`src/rtl/counter_pkg.sv`:
```
// Shared encodings for the 3-bit counter controller: modes, FSM states, width.
package counter_pkg;

  localparam int unsigned CNT_W = 3;

  localparam logic [1:0] MODE_UP   = 2'b00;
  localparam logic [1:0] MODE_DOWN = 2'b01;
  localparam logic [1:0] MODE_STEP = 2'b10;
  localparam logic [1:0] MODE_HOLD = 2'b11;

  typedef enum logic [1:0] {
    ST_IDLE = 2'b00,
    ST_RUN  = 2'b01,
    ST_DONE = 2'b10
  } state_e;

endpackage

```
`src/rtl/adder_3bit.sv`:
```
// Modulo-8 adder used by the counter datapath; carry out exposed for completeness.
module adder_3bit
  import counter_pkg::*;
(
  input  logic [CNT_W-1:0] a,
  input  logic [CNT_W-1:0] b,
  output logic [CNT_W-1:0] sum,
  output logic             carry
);

  assign {carry, sum} = {1'b0, a} + {1'b0, b};

endmodule

```
`src/rtl/counter_ctrl_3bit.sv`:
```
// Sequencing controller for the 3-bit counter: operand select, wrap detect, start/stop FSM.
// Optional COUNTER_CTRL_SAT_EN replaces non-oneshot wraps with saturation at 0 / 7.
module counter_ctrl_3bit
  import counter_pkg::*;
#(
  parameter logic [CNT_W-1:0] RESET_VAL    = 3'd0,
  parameter logic [CNT_W-1:0] DEFAULT_STEP = 3'd2
) (
  input  logic             clk,
  input  logic             rst_n,
  input  logic             start_i,
  input  logic             stop_i,
  input  logic             load_i,
  input  logic [CNT_W-1:0] load_val_i,
  input  logic [1:0]       mode_i,
  input  logic [CNT_W-1:0] step_i,
  input  logic             oneshot_i,
  output logic [CNT_W-1:0] q_o,
  output logic             busy_o,
  output logic             tc_o,
  output logic             done_o
);

  state_e           state_q, state_d;
  logic [CNT_W-1:0] q_q, q_d;
  logic             tc_q, tc_d;
  logic [CNT_W-1:0] b_op;
  logic [CNT_W-1:0] next_q;
  logic             unused_carry;
  logic             wrap;

`ifdef COUNTER_CTRL_SAT_EN
  // Remember which rail we are clamped against so tc fires only on entry.
  logic sat_hi_q, sat_hi_d;
  logic sat_lo_q, sat_lo_d;
`endif

  always_comb begin
    b_op = '0;
    unique case (mode_i)
      MODE_UP:   b_op = 3'b001;
      MODE_DOWN: b_op = 3'b111;
      MODE_STEP: b_op = (step_i != '0) ? step_i : DEFAULT_STEP;
      default:   b_op = '0;
    endcase
  end

  adder_3bit u_adder (
    .a     (q_q),
    .b     (b_op),
    .sum   (next_q),
    .carry (unused_carry)
  );

  always_comb begin
    wrap = 1'b0;
    unique case (mode_i)
      MODE_UP, MODE_STEP: wrap = (next_q < q_q);
      MODE_DOWN:          wrap = (q_q == '0);
      default:            wrap = 1'b0;
    endcase
  end

  always_comb begin
    state_d = state_q;
    q_d     = q_q;
    tc_d    = 1'b0;
`ifdef COUNTER_CTRL_SAT_EN
    sat_hi_d = sat_hi_q;
    sat_lo_d = sat_lo_q;
`endif
    unique case (state_q)
      ST_IDLE: begin
        if (load_i) begin
          q_d = load_val_i;
        end else if (start_i && !stop_i) begin
          state_d = ST_RUN;
        end
      end
      ST_RUN: begin
        if (load_i) begin
          q_d = load_val_i;
        end else if (stop_i) begin
          state_d = ST_IDLE;
        end else if (wrap && oneshot_i) begin
          tc_d    = 1'b1;
          state_d = ST_DONE;
        end else if (wrap) begin
`ifdef COUNTER_CTRL_SAT_EN
          if (mode_i == MODE_DOWN) begin
            q_d      = '0;
            tc_d     = !sat_lo_q;
            sat_lo_d = 1'b1;
          end else begin
            q_d      = '1;
            tc_d     = !sat_hi_q;
            sat_hi_d = 1'b1;
          end
`else
          q_d  = next_q;
          tc_d = 1'b1;
`endif
        end else begin
          q_d = next_q;
`ifdef COUNTER_CTRL_SAT_EN
          if (mode_i == MODE_DOWN) begin
            sat_hi_d = 1'b0;
          end else if (mode_i != MODE_HOLD) begin
            sat_lo_d = 1'b0;
          end
`endif
        end
      end
      ST_DONE: begin
        if (load_i) begin
          q_d     = load_val_i;
          state_d = ST_IDLE;
        end else if (start_i) begin
          state_d = ST_RUN;
        end
      end
      default: state_d = ST_IDLE;
    endcase
`ifdef COUNTER_CTRL_SAT_EN
    if (load_i) begin
      sat_hi_d = 1'b0;
      sat_lo_d = 1'b0;
    end
`endif
  end

  always_ff @(posedge clk or negedge rst_n) begin
    if (!rst_n) begin
      state_q <= ST_IDLE;
      q_q     <= RESET_VAL;
      tc_q    <= 1'b0;
    end else begin
      state_q <= state_d;
      q_q     <= q_d;
      tc_q    <= tc_d;
    end
  end

`ifdef COUNTER_CTRL_SAT_EN
  always_ff @(posedge clk or negedge rst_n) begin
    if (!rst_n) begin
      sat_hi_q <= 1'b0;
      sat_lo_q <= 1'b0;
    end else begin
      sat_hi_q <= sat_hi_d;
      sat_lo_q <= sat_lo_d;
    end
  end
`endif

  assign q_o    = q_q;
  assign busy_o = (state_q == ST_RUN);
  assign done_o = (state_q == ST_DONE);
  assign tc_o   = tc_q;

endmodule

```
`config.mk`:
```
export PLATFORM = sky130hd
export DESIGN_NAME = counter_ctrl_3bit
export DESIGN_NICKNAME = d
export VERILOG_FILES = /design/src/rtl/counter_pkg.sv /design/src/rtl/adder_3bit.sv /design/src/rtl/counter_ctrl_3bit.sv
export SDC_FILE = /design/constraint.sdc
export NUM_CORES = 1
export LEC_CHECK = 0
export CORE_MARGIN = 8
export CORE_UTILIZATION = 31
export CTS_CLUSTER_DIAMETER = 30
export DETAILED_ROUTE_END_ITERATION = 6
export HOLD_SLACK_MARGIN = 0.15
export PLACE_DENSITY = 0.59
export SYNTH_ARGS = -nofsm -noshare
export SYNTH_HDL_FRONTEND = slang
export SYNTH_SLANG_ARGS = --single-unit
```
`constraint.sdc`:
```
create_clock -name clk -period 2.3 [get_ports clk]
set_input_delay 0.46 -clock clk [delete_from_list [all_inputs] [get_ports clk]]
set_output_delay 0.46 -clock clk [all_outputs]
set_load 0.01 [all_outputs]
```
# == Word level (Yosys, flattened, before mapping) ==
# Index checks and enable logic that the tools add are counted.
# totals
reg_bits,6
# op_classes
add_sub_neg,1
eq_ne,12
reduce_logical,12
magnitude_cmp,1
muxes,21
# op_table
op,count
two-way mux 3 bit,5
two-way mux 2 bit,7
"!= test 3 bit, second input constant",3
one-hot mux 3 bit (3 select lines),1
"!= test 2 bit, second input constant",3
one-hot mux 2 bit (3 select lines),1
one-hot mux 3 bit (2 select lines),1
two-way mux 1 bit,5
AND reduction 5 bit,1
"== test 2 x 1 -> 1 bit, second input constant",2
"== test 2 bit, second input constant",2
logical NOT 2 bit,2
AND reduction 4 bit,1
OR reduction 2 bit,2
adder 3 bit,1
logical NOT 3 bit,1
less-than comparator 3 bit,1
"!= test 3 x 2 -> 1 bit, second input constant",1
nonzero test 3 bit,1
logical AND 1 bit,2
"!= test 2 x 1 -> 1 bit, second input constant",1
one-hot mux 1 bit (2 select lines),1
nonzero test 2 bit,1
logical NOT 1 bit,1

# == Logic depth before layout (Yosys ltp) ==
# Gate-level depths: netlist (run 1).
# depth
ltp_word,11
mapped_depth,13
ltp_nobuf,13

# == Hierarchy ==
# Synthesis (run 1) repeated with hierarchy kept, for this count alone.
# unflattened
cells_unflattened,57
hier_area_um2,545.5
# modules_own_cells
mod,seq_area_each_um2,cells_each,area_per_inst_um2,n_inst
counter_ctrl_3bit,150.1,45,450.4,1
adder_3bit,0.0,12,95.1,1

# == Worst setup path after synthesis (run 1) ==
# OpenSTA, ideal clock, no wires.
# synth_path
path_type,input-to-reg
startpoint,in step_i[0]
endpoint,reg q_q[1] (netlist: q_o[1])
t_arrival_ns,2.799
cell_stages,13
t_required_ns,2.170
setup_ns,0.130
n_path_buf,0
slack_ns,-0.629
cell_sequence,inv_1 o21ai_0 ha_1 inv_1 fa_1 xnor2_1 xnor2_1 ha_1 and3b_4 a2111oi_4 o21a_4 nand2b_4 a31oi_1
# synth_via
elab_chain_cells,9
word_cells_on_any_way,13
# synth_lines
element,line_no,source
"start, declared",counter_ctrl_3bit.sv:16,"input logic [CNT_W-1:0] step_i,"
nonzero test 3 bit,counter_ctrl_3bit.sv:43,MODE_STEP: b_op = (step_i != '0) ? step_i : DEFAULT_STEP;
two-way mux 3 bit *,counter_ctrl_3bit.sv:43,
one-hot mux 3 bit (3 select lines) *,counter_ctrl_3bit.sv:40,unique case (mode_i)
adder 3 bit *,adder_3bit.sv:11,"assign {carry, sum} = {1'b0, a} + {1'b0, b};"
less-than comparator 3 bit,counter_ctrl_3bit.sv:58,"MODE_UP, MODE_STEP: wrap = (next_q < q_q);"
one-hot mux 1 bit (2 select lines),counter_ctrl_3bit.sv:57,unique case (mode_i)
logical AND 1 bit,counter_ctrl_3bit.sv:85,end else if (wrap && oneshot_i) begin
!= test 3 bit (no source line),n/a,
AND reduction 4 bit (no source line),n/a,
"end signal, assigned",counter_ctrl_3bit.sv:139,q_q <= q_d;
"end, declared",counter_ctrl_3bit.sv:25,"logic [CNT_W-1:0] q_q, q_d;"
# Every way passes the cells marked *; elsewhere a longest branch is shown, timed or not. The select of a mux whose other input is x is not followed.
# A chain may end at the register's enable or synchronous reset.

# == Final worst setup path (run 1) ==
# Ends and elaborated chain as after synthesis.

==> summary.txt, run 1 <==
Die Wd: 56.03 µm
antenna cells: 0
Syn Inst Count: 52
main combinational cell family by area after synthesis: compound AO/OA/AOI/OAI gates
Worst R2R End: q_o[1]
Max FO, Critical Path: 5
fillcell total: 141
Total Power: 0.6421 mW
Worst Reg-to-Reg Cells: 11
Total GRT Usage: 0.08942
via-per-instance ratio: 4.910
Slew Limit Fails: 0
Final ANT Viol Nets: 0
die area: 3139 µm²
VDD IR max: 0.4476 mV
initial core utilization: 0.3297
Synth Net Count: 71
vias in the first global route: 554
die span in y: 56.03 µm
root buffer cell: clkbuf_4
Synth Register Bits: 6
post-route minimum period: 2.622 ns
final setup skew: 0.005854 ns
Core ar.: 1506 µm²
IO Count: 20
multi-input logic area: 371.6 µm²
final RePlAce weighted congestion: 0.7090
NumNets Final: 105
Num CTS Buffers: 3
leakage power: 0.3837 nW
placed cells: 95
first-pass GRT wire length: 2297 µm
Area Overhead vs Synth: 74.06%
yosys warns: 0
drt first pass iters: 2
r2r setup slk: -0.19 ns
sequential area share after synthesis: 0.3023
mapped cell area: 496.7 µm²
Worst Path Arrival: 2.75 ns
Worst-Margin Slew: 0.2990 ns
fin crit share: 1.140
Non-Filler Instances: 100
clock transition at the registers of the reported paths: 0.05 ns
share of layout cells above drive strength 1: 0.3810
Yosys top cell by area: dfrtp_1
hpwl dp: 1081 µm
Req. time, crit path: 2.42 ns
largest net degree at the start of global routing: 7
Post-Synth Adder-Cell Area: 0.1411
Setup violations, final: 6
std cell rows: 14
status: finished with violations
mux cell area share after synthesis: 0
DRT Wirelength: 1301 µm
main area contributors after synthesis: dfrtp_1 30%, ha_1 10%, inv_1 6.0%, a2111oi_4 5.5%, o32ai_1 5.3%
total power density per cell area: 742.6 nW/µm²
CP peak stage delay: 0.37 ns
Max H-tree Level: 1
post-synthesis compound-gate area fraction: 0.2544
# Max-Cap Violations: 0
Setup CP Type: primary input to flop
CP Capture Type: flop
Setup crit start kind: primary input
mean post-synth cell area: 9.552 µm²
CTS Hold Bufs: 0
final setup margin: -0.3219 ns
simple-gate share of the synthesized area: 0.2065
Starting DRT DRC Count: 2
DRC viols: 0
via count: 491
pre-CTS setup slack: -1.154 ns
setup repair after global routing missed its margin: true
input/output buffers: 19
wire per inst: 13.01 µm
Final Hold Vio Count: 0
grt total ovfl: 0
hold_ws: 0.4467 ns
highest-delay cell along the critical path: fa_2
Tightest Hold Check Type: primary input to asynchronous set/reset pin
Sink Count: 6
f_max: 0.3814 GHz
CTS tree: built
initial antenna violation count: 0
Yosys top cell area share: 0.3023
FF+latch area: 150.1 µm²
Reg-to-Reg Start: q_o[0]
Netlist cell types: 22
Slew HR: 0.8007
xor-xnor portion of the synthesized cell area: 0.03526
Clk Latency, worst-skew pair: 0.25 ns
most frequent CP cell: xnor2_2
failing checks: negative setup slack
CTS max path bufs: 2
critical path cell sequence: buf_8 -> inv_6 -> o21ai_4 -> ha_2 -> inv_2 -> fa_2 -> xnor2_2 -> xnor2_2 -> ha_4 -> and3b_4 -> a2111oi_4 -> o21a_4 -> nand2b_4 -> a31oi_1
[cells in the final DEF (no fill, tap or decap), drive strengths merged, types with 2 or more instances in the layout]
cell,count
a31oi,3
nand2b,3
nand2,3
clkdlybuf4s50,14
nor2,5
clkbuf,3
o32ai,3
ha,4
a21oi,2
buf,13
nor2b,3
inv,8
xnor2,2
dfrtp,6
[metal layers]
metal  up-vias  track usage  routed length (µm)  part of all wire
li1        252            -                   -                 -
met1       223      0.08634                 558              0.43
met2        14       0.1601                 642              0.49
met3         2      0.04338                  82             0.063
met4         0      0.03093                  17             0.013
met5         -            0                   0                 0
[worst max-delay path by stage]
| stage | depth (start not counted) | endpoint | startpoint | slack (ns) |
|---|---|---|---|---|
| floorplan | 12 | q_o[1] | mode_i[0] | -0.37 |
| global placement | 14 | q_o[1] | step_i[0] | -1.15 |
| detailed placement | 14 | q_o[1] | step_i[0] | -1.15 |
| CTS | 14 | q_o[1] | step_i[0] | -0.46 |
| global route | 14 | q_o[1] | step_i[0] | -0.44 |
| finish | 14 | q_o[1] | step_i[0] | -0.32 |
[synthesized netlist by cell type]
| cell type | number |
|---|---|
| ha_1 | 4 |
| a22oi_1 | 1 |
| nand2b_4 | 1 |
| a21oi_1 | 2 |
| nand2_1 | 3 |
| nor2_1 | 5 |
| fa_1 | 1 |
| nand2b_1 | 2 |
| a2111oi_4 | 1 |
| o21ai_0 | 1 |
| dfrtp_1 | 6 |
| a31oi_1 | 3 |
| nor2b_1 | 3 |
| and4_1 | 1 |
| o21a_4 | 1 |
| and3b_4 | 1 |
| o21bai_1 | 1 |
| a32oi_1 | 1 |
| xnor2_1 | 2 |
| inv_1 | 8 |
| o32ai_1 | 3 |
| or3_1 | 1 |
[timing repair]
action                     in CTS  in global routing
buffers inserted                2                  0
gates resized for setup        26                  0
pin swaps                      15                  3
setup endpoints to repair       6                  6
[stage by stage]
| step | TNS (ns) | cell area [µm²] | util |
|---|---|---|---|
| after CTS | -2.417 | 864.6 | 0.5739 |
| after detailed placement | -6.627 | 795.8 | 0.5282 |
| after global placement | -6.584 | 795.8 | 0.5282 |
| final | -1.632 | 864.6 | 0.5739 |
| after global routing | -2.352 | 864.6 | 0.5739 |
| after floorplan | -1.792 | 525.5 | - |
[registers in the layout, summed over array words and instances, names as in the netlist]
name	flops
tc_o	1
q_o	3
state_q	2
[area by class of cell]
type	instances	area share
tap	16	0.02315
timing repair buffer	29	0.3068
inverter	8	0.04052
clock buffer	3	0.02605
multi-input combinational	38	0.4298
sequential	6	0.1737
[power by group]
group	internal (mW)	switching [mW]
clock	0.0590	0.0377
combinational	0.232	0.172
sequential	0.126	0.0159
[kinds of logic after synthesis]
logic type	count (synthesis)
adder cells (fa/ha/maj)	5
XOR/XNOR	2
flip-flops	6
AO/OA/AOI/OAI	14
buffers and inverters	8
AND/OR/NAND/NOR	17
[worst max-delay path, delay by kind of cell]
family | cells | cell delay (ns)
AO/OA/AOI/OAI | 4 | 0.64
XOR/XNOR | 2 | 0.38
adder cells (fa/ha/maj) | 3 | 0.80
buffers and inverters | 3 | 0.15
AND/OR/NAND/NOR | 2 | 0.32
Power figures use the tool's default switching activity.
==> inputs of run 2 (changes only) <==
Settings changed: CORE_MARGIN 8 to 4, DONT_BUFFER_PORTS set to 1, PLACE_DENSITY 0.59 to 0.41.
Clock period 2.3 ns to 2.7 ns, I/O delays scaled along.
==> summary.txt, run 2 (synthesis results as in run 1) <==
r2r setup slk: 0.16 ns (was -0.19 ns)
Net Sw Frac: 0.3684 (was 0.3507)
share of layout cells above drive strength 1: 0.3492 (was 0.3810)
Worst R2R End: q_o[2] (was q_o[1])
CTS max path bufs: 2 (unchanged)
Worst Reg-to-Reg Cells: 10 (was 11)
die span in y: 48.03 µm (was 56.03 µm)
Slew Limit Fails: 0 (unchanged)
Worst-Margin Slew: 0.3296 ns (was 0.2990 ns)
Total Power: 0.4787 mW (was 0.6421 mW)
Worst Path Arrival: 2.71 ns (was 2.75 ns)
grt total ovfl: 0 (unchanged)
Gate power share: 0.576 (was 0.628)
hold path start: load_i
NumNets Final: 84 (was 105)
commonest non-fill, non-tap cells in the layout: 7 x buf_4, 6 x inv_1, 6 x dfrtp_1, 5 x nor2_1 (was 14 x clkdlybuf4s50_1, 10 x buf_4, 6 x inv_1, 6 x dfrtp_1)
std cell rows: 14 (unchanged)
Hold Path Cell Cnt: 1
DRT Wirelength: 1306 µm (was 1301 µm)
initial core utilization: 0.3297 (unchanged)
total power density per cell area: 735.8 nW/µm² (was 742.6 nW/µm²)
# Max-Cap Violations: 0 (unchanged)
leakage power: 0.2910 nW (was 0.3837 nW)
Max H-tree Level: 1 (unchanged)
input/output buffers: 0 (was 19)
Num CTS Buffers: 3 (unchanged)
Area Overhead vs Synth: 30.98% (was 74.06%)
Max FO, Critical Path: 5 (unchanged)
fin crit share: 0.9679
Clk Latency, worst-skew pair: 0.23 ns (was 0.25 ns)
via-per-instance ratio: 5.367 (was 4.910)
WHS Endpoint: state_q[1]
wire per inst: 16.53 µm (was 13.01 µm)
setup repair after global routing missed its margin: true (unchanged)
first-pass GRT wire length: 1938 µm (was 2297 µm)
Setup crit start kind: primary input (unchanged)
Die Wd: 48.03 µm (was 56.03 µm)
clock power share: 0.159 (was 0.151)
commonest non-fill, non-tap cell in the layout: buf_4 (was clkdlybuf4s50_1)
root buffer cell: clkbuf_4 (unchanged)
placed cells: 73 (was 95)
vias in the first global route: 455 (was 554)
CTS tree: built (unchanged)
Setup CP Type: primary input to flop (unchanged)
DRC viols: 0 (unchanged)
antenna cells: 0 (unchanged)
Tightest Hold Check Type: primary input to flop (was primary input to asynchronous set/reset pin)
final setup skew: 0.0002571 ns (was 0.005854 ns)
Non-Filler Instances: 79 (was 100)
hpwl dp: 1086 µm (was 1081 µm)
Reg-to-Reg Start: q_o[1] (was q_o[0])
max reg flops: 3 (unchanged)
final RePlAce weighted congestion: 0.7579 (was 0.7090)
Slew HR: 0.7798 (was 0.8007)
largest net degree at the start of global routing: 7 (unchanged)
status: completed (was finished with violations)
drt first pass iters: 4 (was 2)
sequential share of power: 0.266 (was 0.221)
Final Hold Vio Count: 0 (unchanged)
Switch Pwr: 0.1764 mW (was 0.2251 mW)
CP Capture Type: flop (unchanged)
post-route minimum period: 2.613 ns
initial antenna violation count: 0 (unchanged)
Setup violations, final: 0 (was 6)
Core ar.: 1506 µm² (unchanged)
die area: 2307 µm² (was 3139 µm²)
f_max: 0.3826 GHz
Internal: 0.3023 mW (was 0.4169 mW)
Total GRT Usage: 0.1235 (was 0.08942)
Req. time, crit path: 2.80 ns (was 2.42 ns)
clock transition at the registers of the reported paths: 0.04 ns (was 0.05 ns)
IO Count: 20 (unchanged)
VDD IR max: 0.3707 mV (was 0.4476 mV)
via count: 424 (was 491)
Sink Count: 6 (unchanged)
Starting DRT DRC Count: 4 (was 2)
Final ANT Viol Nets: 0 (unchanged)
-- run 2: changes by cell type in the layout (fill, tap and decap cells not counted), sizes merged --
cell	change
dlygate4sd3	+1
clkdlybuf4s50	-14
dlygate4sd2	-1
buf	-6
clkdlybuf4s15	-1
-- run 2: through the flow --
step	setup TNS [ns]	hold WS [ns]	worst slack (ns)	instance area, µm²	utilization
finish	0	0.3725	0.08655	650.6	0.4319
floorplan	-0.1423	0.2444	-0.04516	525.5	-
CTS	0	0.3645	0.01775	615.6	0.4086
global placement	-0.8489	0.2446	-0.2163	583.1	0.3870
detailed placement	-0.8431	0.2446	-0.2092	583.1	0.3870
global route	-0.04218	0.3542	-0.02503	650.6	0.4319
-- run 2: area by class of cell --
type                       instances  area (µm²)
multi-input combinational         38       360.3
sequential                         6       150.1
timing repair buffer               8       62.56
clock buffer                       3       22.52
inverter                           8       35.03
tap                               16       20.02
fill                             147       855.8
-- run 2: layer usage --
metal / GRT usage / routed length (µm) / vias to the layer above
li1: - / - / 208
met1: 0.1247 / 489 / 208
met2: 0.2401 / 765 / 8
met3: 0.02632 / 51 / 0
met4: 0.04839 / 0 / 0
met5: 0 / 0 / -
-- run 2: power groups by stage --
stage	Clock [mW]	Sequential, mW	Combinational (mW)
floorplan	0	0.127	0.167
global placement	0	0.128	0.224
detailed placement	0	0.129	0.233
CTS	0.0803	0.127	0.237
global route	0.0861	0.130	0.302
finish	0.0759	0.127	0.276
-- run 2: timing repair --
| action | 4_1_cts | 5_1_grt |
|---|---|---|
| hold buffers | 1 | 0 |
| hold endpoints to repair | 6 | 0 |
| setup endpoints to repair | 0 | 4 |
| gates resized for setup | 0 | 2 |
| buffers inserted | 0 | 2 |
-- run 2: worst max path at each step --
stage / startpoint / endpoint / slack [ns] / depth (start not counted)
2_1_floorplan: mode_i[0] / q_o[1] / -0.05 / 12
6_report: step_i[0] / q_o[2] / 0.09 / 13
4_1_cts: step_i[0] / q_o[2] / 0.02 / 13
5_1_grt: step_i[0] / q_o[2] / -0.03 / 13
3_3_place_gp: mode_i[0] / q_o[1] / -0.22 / 12
3_5_place_dp: step_i[0] / q_o[2] / -0.21 / 13
-- run 2: worst max-delay path, cell delays in order --
cell and delay, ns:
inv_6 0.02, o21ai_4 0.12, ha_2 0.19, inv_2 0.04, fa_2 0.34, xnor2_2 0.15
xnor2_2 0.22, ha_4 0.25, and3b_4 0.18, a2111oi_4 0.22, o21a_4 0.21, nand2b_4 0.14
a31oi_1 0.10
